File: src/rtl/upg_loader.sv
// UART programmer back-end: parses framed segments into 32-bit memory write strobes.
// Optional status-byte echo FIFO is enabled with `define UPG_ECHO_EN.
module upg_loader #(
    parameter int unsigned ADDR_W      = 14,
    parameter int unsigned TIMEOUT_CYC = 1000000,
    parameter int unsigned CNT_W       = 20
) (
    input  logic              clock,
    input  logic              reset,
    input  logic              rx_valid,
    input  logic [7:0]        rx_data,
`ifdef UPG_ECHO_EN
    output logic              tx_valid,
    output logic [7:0]        tx_data,
    input  logic              tx_ready,
`endif
    output logic              upg_rst_o,
    output logic              upg_wen_o,
    output logic [ADDR_W:0]   upg_adr_o,
    output logic [31:0]       upg_dat_o,
    output logic              upg_done_o,
    output logic              err_o,
    output logic              busy_o
);

    localparam logic [2:0] S_IDLE  = 3'd0;
    localparam logic [2:0] S_CNT_L = 3'd1;
    localparam logic [2:0] S_CNT_H = 3'd2;
    localparam logic [2:0] S_DATA  = 3'd3;
    localparam logic [2:0] S_SUM   = 3'd4;
    localparam logic [2:0] S_DONE  = 3'd5;

    localparam logic [CNT_W-1:0] TMO_LAST = CNT_W'(TIMEOUT_CYC - 1);

    logic [2:0]        state_q, state_d;
    logic [7:0]        cnt_lo_q, cnt_lo_d;
    logic [15:0]       rem_q, rem_d;
    logic [ADDR_W-1:0] idx_q, idx_d;
    logic              sel_q, sel_d;
    logic [23:0]       word_q, word_d;
    logic [1:0]        byte_q, byte_d;
    logic [7:0]        acc_q, acc_d;
    logic [CNT_W-1:0]  tmo_q, tmo_d;
    logic              wen_q, wen_d;
    logic [ADDR_W:0]   adr_q, adr_d;
    logic [31:0]       dat_q, dat_d;
    logic              done_q, done_d;
    logic              err_q, err_d;

    logic        busy;
    logic        tmo_hit;
    logic [15:0] n_word;

    assign busy    = (state_q == S_CNT_L) || (state_q == S_CNT_H) ||
                     (state_q == S_DATA)  || (state_q == S_SUM);
    assign tmo_hit = busy && !rx_valid && (tmo_q == TMO_LAST);
    assign n_word  = {rx_data, cnt_lo_q};

`ifdef UPG_ECHO_EN
    logic       push, pop, full, drop;
    logic [7:0] push_byte;
    logic [7:0] fifo_q [2];
    logic       wr_ptr_q, rd_ptr_q;
    logic [1:0] fcnt_q;

    // Status events are mutually exclusive: a timeout cycle never carries an rx byte.
    assign push      = tmo_hit ||
                       (rx_valid && (state_q == S_SUM)) ||
                       (rx_valid && (state_q == S_IDLE) && (rx_data == 8'h45));
    assign push_byte = (tmo_hit || ((state_q == S_SUM) && (rx_data != acc_q))) ? 8'h15 : 8'h06;
    assign full      = (fcnt_q == 2'd2);
    assign pop       = (fcnt_q != 2'd0) && tx_ready;
    assign drop      = push && full && !pop;
    assign tx_valid  = (fcnt_q != 2'd0);
    assign tx_data   = fifo_q[rd_ptr_q];

    always_ff @(posedge clock) begin
        if (reset) begin
            fifo_q[0] <= 8'h00;
            fifo_q[1] <= 8'h00;
            wr_ptr_q  <= 1'b0;
            rd_ptr_q  <= 1'b0;
            fcnt_q    <= 2'd0;
        end else begin
            if (push && !drop) begin
                fifo_q[wr_ptr_q] <= push_byte;
                wr_ptr_q         <= ~wr_ptr_q;
            end
            if (pop) begin
                rd_ptr_q <= ~rd_ptr_q;
            end
            fcnt_q <= fcnt_q + {1'b0, push && !drop} - {1'b0, pop};
        end
    end
`endif

    always_comb begin
        state_d  = state_q;
        cnt_lo_d = cnt_lo_q;
        rem_d    = rem_q;
        idx_d    = idx_q;
        sel_d    = sel_q;
        word_d   = word_q;
        byte_d   = byte_q;
        acc_d    = acc_q;
        tmo_d    = tmo_q;
        wen_d    = 1'b0;
        adr_d    = adr_q;
        dat_d    = dat_q;
        done_d   = done_q;
        err_d    = err_q;

        if (busy) begin
            tmo_d = rx_valid ? '0 : tmo_q + 1'b1;
        end

        if (tmo_hit) begin
            state_d = S_IDLE;
            err_d   = 1'b1;
            byte_d  = 2'd0;
            tmo_d   = '0;
        end else if (rx_valid) begin
            case (state_q)
                S_IDLE: begin
                    if (rx_data == 8'h49) begin
                        sel_d   = 1'b0;
                        state_d = S_CNT_L;
                    end else if (rx_data == 8'h44) begin
                        sel_d   = 1'b1;
                        state_d = S_CNT_L;
                    end else if (rx_data == 8'h45) begin
                        done_d  = 1'b1;
                        state_d = S_DONE;
                    end else begin
                        err_d = 1'b1;
                    end
                end
                S_CNT_L: begin
                    cnt_lo_d = rx_data;
                    state_d  = S_CNT_H;
                end
                S_CNT_H: begin
                    if (n_word == 16'd0) begin
                        state_d = S_IDLE;
                    end else if (32'(n_word) > (32'd1 << ADDR_W)) begin
                        err_d   = 1'b1;
                        state_d = S_IDLE;
                    end else begin
                        rem_d   = n_word;
                        idx_d   = '0;
                        acc_d   = 8'h00;
                        byte_d  = 2'd0;
                        state_d = S_DATA;
                    end
                end
                S_DATA: begin
                    acc_d  = acc_q ^ rx_data;
                    byte_d = byte_q + 2'd1;
                    word_d = {rx_data, word_q[23:8]};
                    if (byte_q == 2'd3) begin
                        // Strobe registers one cycle after the 4th byte; index advances with it.
                        wen_d = 1'b1;
                        dat_d = {rx_data, word_q};
                        adr_d = {sel_q, idx_q};
                        idx_d = idx_q + 1'b1;
                        rem_d = rem_q - 16'd1;
                        if (rem_q == 16'd1) begin
                            state_d = S_SUM;
                        end
                    end
                end
                S_SUM: begin
                    if (rx_data != acc_q) begin
                        err_d = 1'b1;
                    end
                    state_d = S_IDLE;
                end
                default: ;
            endcase
        end

`ifdef UPG_ECHO_EN
        if (drop) begin
            err_d = 1'b1;
        end
`endif
    end

    always_ff @(posedge clock) begin
        if (reset) begin
            state_q  <= S_IDLE;
            cnt_lo_q <= 8'h00;
            rem_q    <= 16'd0;
            idx_q    <= '0;
            sel_q    <= 1'b0;
            word_q   <= 24'd0;
            byte_q   <= 2'd0;
            acc_q    <= 8'h00;
            tmo_q    <= '0;
            wen_q    <= 1'b0;
            adr_q    <= '0;
            dat_q    <= 32'd0;
            done_q   <= 1'b0;
            err_q    <= 1'b0;
        end else begin
            state_q  <= state_d;
            cnt_lo_q <= cnt_lo_d;
            rem_q    <= rem_d;
            idx_q    <= idx_d;
            sel_q    <= sel_d;
            word_q   <= word_d;
            byte_q   <= byte_d;
            acc_q    <= acc_d;
            tmo_q    <= tmo_d;
            wen_q    <= wen_d;
            adr_q    <= adr_d;
            dat_q    <= dat_d;
            done_q   <= done_d;
            err_q    <= err_d;
        end
    end

    assign upg_rst_o  = done_q;
    assign upg_done_o = done_q;
    assign upg_wen_o  = wen_q;
    assign upg_adr_o  = adr_q;
    assign upg_dat_o  = dat_q;
    assign err_o      = err_q;
    assign busy_o     = busy;

endmodule

File: config.mk
export PLATFORM = sky130hd
export DESIGN_NAME = upg_loader
export DESIGN_NICKNAME = d
export VERILOG_FILES = /design/src/rtl/upg_loader.sv
export SDC_FILE = /design/constraint.sdc
export NUM_CORES = 1
export LEC_CHECK = 0
export ABC_AREA = 0
export CORE_MARGIN = 3
export CORE_UTILIZATION = 55
export CTS_BUF_LIST = sky130_fd_sc_hd__clkbuf_16
export CTS_CLUSTER_DIAMETER = 120
export CTS_CLUSTER_SIZE = 10
export DETAILED_ROUTE_END_ITERATION = 10
export GPL_ROUTABILITY_DRIVEN = 0
export HOLD_SLACK_MARGIN = 0.15
export PLACE_DENSITY = 0.77
export SYNTH_ARGS = -nofsm -noshare
export SYNTH_HDL_FRONTEND = slang
export SYNTH_SLANG_ARGS = --single-unit
File: constraint.sdc
create_clock -name clock -period 3.6 [get_ports clock]
set_input_delay 1.08 -clock clock [delete_from_list [all_inputs] [get_ports clock]]
set_output_delay 1.08 -clock clock [all_outputs]
set_load 0.02 [all_outputs]
After elaboration in Yosys (flattened, before gate mapping)
Index checks and enable logic that the tools add are counted.
- register bits after elaboration: 146
- input port bits: 11
- output and inout bits: 52
- logic and storage cells: 107
- add/subtract/negate cells: 4
- order comparisons: 1
- eq/ne operators: 22
- muxes and demuxes: 35
- bitwise operators: 6
- reduce and logical (&&, ||, !) cells: 25
- operator list (cell ; number):
    two-way mux 16 bit ; 3
    two-way mux 14 bit ; 3
    case mux 16 bit (2 select lines) ; 1
    case mux 14 bit (2 select lines) ; 1
    == test 8 x 7 -> 1 bit, second input constant ; 3
    adder 20 x 1 -> 20 bit, second input constant ; 1
    == test 20 bit, second input constant ; 1
    two-way mux 20 bit ; 1
    == test 16 x 1 -> 1 bit, second input constant ; 1
    > comparator 16 x 15 -> 1 bit, second input constant ; 1
    logical NOT 16 bit ; 1
    two-way mux 8 bit ; 2
    case mux 8 bit (2 select lines) ; 1
    subtractor 16 x 1 -> 16 bit, second input constant ; 1
    two-way mux 3 bit ; 5
    case mux 3 bit (5 select lines) ; 1
    adder 14 x 1 -> 14 bit, second input constant ; 1
    != test 3 bit, second input constant ; 4
    AND reduction 4 bit ; 3
    AND reduction 6 bit ; 2
    two-way mux 1 bit ; 11
    AND reduction 5 bit ; 2
    two-way mux 2 bit ; 4
    != test 8 bit ; 1
    other kinds (24) ; 38

Longest topological paths before layout
Gate-level depths: netlist of the first run.
- word-level depth: 8
- mapped depth: 8
- depth with buffers taken out: 7

Least setup slack after synthesis of the first run
No wires, ideal clock.
- path type: input to register
- from: input port rx_data[3]
- to: register idx_q[10]
- setup time: 0.073 ns
- arrival: 2.882 ns
- required time: 3.527 ns
- slack: 0.645 ns
- cell stages on the path: 7
- buffers on the path: 2
- cells stage by stage: clkbuf_1 > nor4_4 > nand4_4 > mux2_4 > buf_6 > or4_1 > a21oi_1
- longest elaborated chain between the ends: 3
- elaborated cells on any way between the ends: 5
- classes of those cells: order compare (1); eq/ne (2); reduce/logical (2)
- ends and longest elaborated chain (what ; line ; source):
    from (decl) ; 11 ; input logic [7:0] rx_data,
    > comparator 16 x 15 -> 1 bit or logical NOT 16 bit (tied branches) ; 145, 143 ;
    != test 2 bit (no line) ; -- ;
    AND reduction 6 bit (no line) * ; -- ;
    to (signal assigned) ; 209 ; idx_q <= idx_d;
    to (decl) ; 38 ; logic [ADDR_W-1:0] idx_q, idx_d;
Every way passes the cells marked *; elsewhere a longest branch is shown, timed or not.
A chain may end at the register's enable or synchronous reset.

Worst setup path after layout of the first run
- from: register state_q[0]
- to: output port busy_o
- longest elaborated chain between the ends: 4
- elaborated cells on any way between the ends: 7
- classes of those cells: eq/ne (4); reduce/logical (3)
- ends and longest elaborated chain (what ; line ; source):
    from (decl) ; 35 ; logic [2:0] state_q, state_d;
    from (signal assigned) ; 206 ; state_q <= state_d;
    == test 3 x 1 -> 1 bit or == test 3 x 2 -> 1 bit (tied branches) ; 54 ; assign busy = (state_q == S_CNT_L) || (state_q == S_CNT_H) ||
    logical OR 1 bit (2 in series) ; 54 ;
    logical OR 1 bit * ; 55 ; (state_q == S_DATA) || (state_q == S_SUM);
    to (decl) ; 23 ; output logic busy_o
Marks and branches as above.

==> results_dict.tcl, run 1 <==
set metrics [dict create \
    worst_slew_pin_slew_ns 0.817 \
    synth_area_um2 6570 \
    final_cell_mix "nand2_1 (178), dfxtp_1 (146), a21oi_1 (125), clkdlybuf4s50_1 (61), nor2_1 (42)" \
    p_total_mw 3.49 \
    wire_per_inst_um 16.0 \
    critPathMaxFanout 18 \
    numClockSinks 146 \
    ys_async_sr_fraction 0 \
    grt_pass1_wl_um 26900 \
    ant_nets 0 \
    finalSetupViolations 0 \
    synth_ff_type "dfxtp_1" \
    synth_enable_flop_cells 0 \
    die_area_um2 13300 \
    p_int_mw 2.74 \
    postCtsSetupBuffers 0 \
    syn-instance-count 820 \
    rsz0062_at_grt "no" \
    power_frac_comb 0.032 \
    grt_pass1_vias 5651 \
    p_leak_nw 2.64 \
    cap_violations 0 \
    finalWirelength_um 16400 \
    cts_tree "done" \
    holdWs_ns 0.455 \
    grt_max_degree 54 \
    p_sw_frac 0.215 \
    synthTopCellsByArea "dfxtp_1 (44%), nand2_1 (10%), a21oi_1 (9.5%), clkbuf_1 (2.7%), o21ai_0 (2.4%)" \
    cp.required_ns 2.52 \
    area_delta_synth_final_pct 20.3 \
    cp-start-kind "flop" \
    p_clk_frac 0.504 \
    yosysTopAreaCell "dfxtp_1" \
    drc 0 \
    io_pins 63 \
    initial_utilization 0.568 \
    report.final.slew_viol_count 0 \
    power_switching_mw 0.749 \
    final.setup_skew_ns 0.0115 \
    mostFrequentLayoutCell "nand2_1" \
    drt_iter0_drc 639 \
    hold_viol_final 0 \
    overflow 0 \
    arrival_ns 2.18 \
    end_kind "primary output" \
    io_buffer_count 62 \
    ctsHoldBuffers 0 \
    p_seq_frac 0.464 \
    drive_gt1_frac 0.0862 \
    outcome "finished clean" \
    cts_resized 0 \
    ys_warn_count 0 \
    dp.final_hpwl_um 11200 \
    fp.dieW_um 115 \
    fin_crit_sh 0.905 \
    htreeDepth 4 \
    cts_root_buffer "clkbuf_16" \
    ys_ff_latch 146 \
    grt_usage 0.252 \
    fp.dieH_um 115 \
    synth.net_count 836 \
    synth.avg_cell_area_um2 8.01 \
    cts.path.max_buffers 2 \
    tns_ns 0 \
    vias 6056 \
    synth_largest_type_area_fraction 0.445 \
    yosysSeqAreaShare 0.445 \
    clk_latency_ns 0.42 \
    antennaDiodeCount 0 \
    peakVddDrop_mv 0.620 \
    antenna_found_initial 0 \
    critical_path_class "flop to primary output" \
    power_density_nw_per_um2 441 \
    rows 39 \
    max_freq_mhz 307 \
    synth.distinct_cells 63 \
    routed_via_density 5.91 \
    core_region_area_um2 11600 \
    clk_pin_slew_worst_paths_ns 0.06 \
    drt_pass1_iterations 5 \
    period_needed_ns 3.26 \
    cts_made_buffers 17 \
    slew_headroom 0.454 \
    fin_nets 885 \
    hold_class "flop to flop" \
]
## worst max-delay path, stage by stage, from the launching register on
cell	delay (ns)
dfxtp_1	0.69
or3_1	0.25
nand2_1	0.08
inv_1	0.12
clkdlybuf4s50_1	0.61
## cells in the mapped netlist, types with 3 or more instances
cell and count:
xnor2_1 18, a21oi_1 125, o21ai_0 32, o31ai_1 8, nand4_1 8, and4_1 5, or4b_2 3, a21o_1 8
ha_1 5, nor4_1 4, dfxtp_1 146, buf_2 4, nand2b_1 4, and3b_1 4, a22oi_1 5, nor4_4 3
nor2_1 42, o32ai_1 3, nor3_1 19, a31oi_1 7, nor2b_1 4, or4_1 10, or3_1 12, nand3_1 24
a31o_2 4, and2_1 3, and3_1 4, inv_1 14, mux2i_1 13, nor3b_1 3, nand3b_1 5, clkbuf_1 47
nand2_1 178, o211ai_1 3, o21a_1 4, buf_1 3
## power groups by stage
| stage | Combinational, mW | Sequential, mW | Clock, mW |
|---|---|---|---|
| 2_1_floorplan | 0.0671 | 1.65 | 0 |
| 3_5_place_dp | 0.108 | 1.65 | 0 |
| 5_1_grt | 0.118 | 1.62 | 1.85 |
| 4_1_cts | 0.109 | 1.62 | 1.78 |
| 3_3_place_gp | 0.106 | 1.65 | 0 |
| 6_report | 0.110 | 1.62 | 1.76 |
## worst paths after layout
| path | from | end | slack [ns] | cells past startpoint |
|---|---|---|---|---|
| min reg2reg | upg_dat_o[26]$_SDFFE_PP0P_ | upg_dat_o[26]$_SDFFE_PP0P_ | 0.45 | 2 |
| min | upg_dat_o[26]$_SDFFE_PP0P_ | upg_dat_o[26]$_SDFFE_PP0P_ | 0.45 | 2 |
| max | state_q[0]$_SDFFE_PP0P_ | busy_o | 0.34 | 4 |
| max reg2reg | state_q[0]$_SDFFE_PP0P_ | word_q[5]$_SDFFE_PP0P_ | 1.19 | 4 |
## metal layers
metal,wire [µm],global-route usage,share of wire,vias to the layer above
li1,-,-,-,2972
met1,7190,0.320,0.44,2850
met2,8040,0.418,0.49,200
met3,810,0.0574,0.049,34
met4,344,0.0939,0.021,0
met5,0,0,0,-
## logic make-up (layout without fill, tap and decap cells)
family | count (synthesis) | count (layout) | share of synthesized area
AOI/OAI and AO/OA | 215 | 215 | 0.189
DFF | 146 | 146 | 0.445
buffers and inverters | 72 | 134 | 0.0453
xor gates and xnor gates | 20 | 20 | 0.0267
and+or+nand+nor | 346 | 346 | 0.259
muxes | 16 | 16 | 0.0255
adders and majority gates | 5 | 5 | 0.00952
## cell type report
class	count	area, µm²
Fill cell	957	3660
Clock inverter	15	165
Tap cell	143	179
Inverter	14	52.6
Multi-Input combinational cell	602	3350
Timing Repair Buffer	88	811
Clock buffer	17	425
Sequential cell	146	2920
## through the flow
stage          instance area (µm²)   util  worst slack [ns]  cells
2_1_floorplan                 6570      -             0.645    820
3_3_place_gp                  7310  0.632             0.303    993
3_5_place_dp                  7310  0.632             0.239    993
4_1_cts                       7900  0.683             0.341   1025
5_1_grt                       7900  0.683             0.210   1025
6_report                      7900  0.683             0.343   1025
## flip-flops by register name, summed over array words and instances, names as in the netlist
name,flops
state_q,3
acc_q,8
upg_wen_o,1
byte_q,2
rem_q,16
word_q,24
upg_adr_o,15
err_o,1
sel_q,1
upg_done_o,1
upg_dat_o,32
idx_q,14
cnt_lo_q,8
tmo_q,20
(Power assumes the default switching activity.)
==> run 2, diff against run 1 <==
ABC_CLOCK_PERIOD_IN_PS = 3600   (was default)
CORE_UTILIZATION = 54   (was 55)
PLACE_DENSITY = 0.82   (was 0.77)
==> run 2 against run 1 <==
  * Clock-buffer cell count unchanged
  * First-iteration DRC count up 6.3%
  * Largest cell class unchanged
  * Routed wire length up 3.2%
  * Clock power about the same
  * Critical path type unchanged
  * Hold slack improved by 0.0018 ns
  * Setup slack better by 0.078 ns
  * Power fell by 0.27%
==> results_dict.tcl, run 2 (same netlist as run 1, synthesis figures left out) <==
set metrics [dict create \
    holdWs_ns 0.457 \
    r2r_slack_ns 1.32 \
    outcome "finished clean" \
    period_needed_ns 3.18 \
    p_leak_nw 2.65 \
    drc 0 \
    initial_utilization 0.563 \
    clk_latency_ns 0.43 \
    final_cell_mix "nand2_1 (178), dfxtp_1 (146), a21oi_1 (125), clkdlybuf4s50_1 (61), nor2_1 (42)" \
    grt_pass1_wl_um 27600 \
    cts_tree "done" \
    fp.dieH_um 116 \
    mostFrequentLayoutCell "nand2_1" \
    overflow 0 \
    dp.final_hpwl_um 11400 \
    routed_via_density 6.07 \
    cp.required_ns 2.52 \
    io_buffer_count 62 \
    drt_iter0_drc 679 \
    power_frac_comb 0.033 \
    drt_pass1_iterations 5 \
    antenna_found_initial 0 \
    htreeDepth 4 \
    crit-reg2reg-launch "rem_q[0]$_SDFFE_PP0P_" \
    finalWirelength_um 16900 \
    critical_path_class "flop to primary output" \
    core_region_area_um2 11700 \
    fin_crit_sh 0.883 \
    peakVddDrop_mv 0.269 \
    p_clk_frac 0.502 \
    grt_usage 0.255 \
    power_density_nw_per_um2 439 \
    rsz0062_at_grt "no" \
    p_seq_frac 0.465 \
    fin_area_um2 7920 \
    rows 39 \
    numClockSinks 146 \
    worst_slew_pin_slew_ns 0.810 \
    fin_nets 888 \
    grt_pass1_vias 5762 \
    min_from "upg_adr_o[14]$_SDFFE_PP0P_" \
    final.setup_skew_ns 0.00624 \
    cts_resized 0 \
    slew_headroom 0.459 \
    postCtsSetupBuffers 0 \
    report.final.slew_viol_count 0 \
    drive_gt1_frac 0.0881 \
    cp-start-kind "flop" \
    hold_class "flop to flop" \
    crit_family "buffers and inverters" \
    dpl-instance-area_um2 7340 \
    max_freq_mhz 315 \
    clk_pin_slew_worst_paths_ns 0.06 \
    grt_max_degree 54 \
    ctsHoldBuffers 0 \
    cap_violations 0 \
    antennaDiodeCount 0 \
    largest_reg_flops 32 \
    slowest_delay_ns 0.62 \
    critPathMaxFanout 14 \
    p_sw_frac 0.229 \
    area_delta_synth_final_pct 20.5 \
    tns_ns 0 \
    cp_slowest_cell "clkdlybuf4s50_1" \
    end_kind "primary output" \
    cts_root_buffer "clkbuf_16" \
    ant_nets 0 \
    finalSetupViolations 0 \
    io_pins 63 \
    final_util 0.679 \
    power_switching_mw 0.796 \
    hold_viol_final 0 \
    crit_start "state_q[1]$_SDFFE_PP0P_" \
    fp.dieW_um 116 \
    vias 6239 \
    die_area_um2 13500 \
    wire_per_inst_um 16.5 \
    cts.path.max_buffers 2 \
    path_cells "o21ai_0 > nand2_1 > inv_1 > clkdlybuf4s50_1" \
    p_int_mw 2.68 \
    arrival_ns 2.10 \
    cts_made_buffers 17 \
    crit_buf_inv 2 \
]
==> run 2: changes by cell type in the layout (fill, tap and decap cells not counted) <==
cell        delta
clkinv_2       -5
clkinv_4       +1
bufinv_16      -1
buf_4          +3
inv_6          +3
clkinv_1       +1
clkinvlp_4     +1
==> run 2: per-stage QoR <==
step                      cells  power, mW  setup slack (ns)
after global placement      996       1.76             0.309
after floorplan             820       1.72             0.645
after CTS                  1028       3.48             0.434
after detailed placement    996       1.76             0.276
final                      1028       3.48             0.421
after global routing       1028       3.58             0.283
==> run 2: final timing paths <==
check	end	depth (start not counted)
max	busy_o	4
min	upg_adr_o[14]$_SDFFE_PP0P_	2
max reg2reg	rem_q[12]$_SDFFE_PP0P_	7
min reg2reg	upg_adr_o[14]$_SDFFE_PP0P_	2
==> run 2: worst register-to-register path, cell delays in order, from the launching register on <==
cell	delay, ns
dfxtp_1	0.34
inv_1	0.15
ha_1	0.23
or3b_2	0.50
nor3_1	0.53
nand4b_1	0.16
a21o_1	0.20
a21oi_1	0.11
==> run 2: power groups by stage <==
stage	logic [mW]	registers, mW	clock network (mW)
after floorplan	0.0671	1.65	0
after global placement	0.108	1.65	0
after detailed placement	0.111	1.65	0
after CTS	0.111	1.62	1.75
after global routing	0.122	1.62	1.84
final	0.114	1.62	1.74
==> run 2: area by class of cell <==
type	count	area (µm²)
fill	936	3740
sequential	146	2920
clock buffer	17	425
inverter	14	52.6
multi-input combinational	602	3350
clock inverter	15	156
tap	143	179
timing repair buffer	91	833
==> run 2: layer usage <==
metal,part of all wire,routed length (µm),global-route usage
met1,0.43,7320,0.336
met3,0.068,1150,0.0539
met4,0.023,385,0.107
met2,0.48,8060,0.408
met5,0,0,0
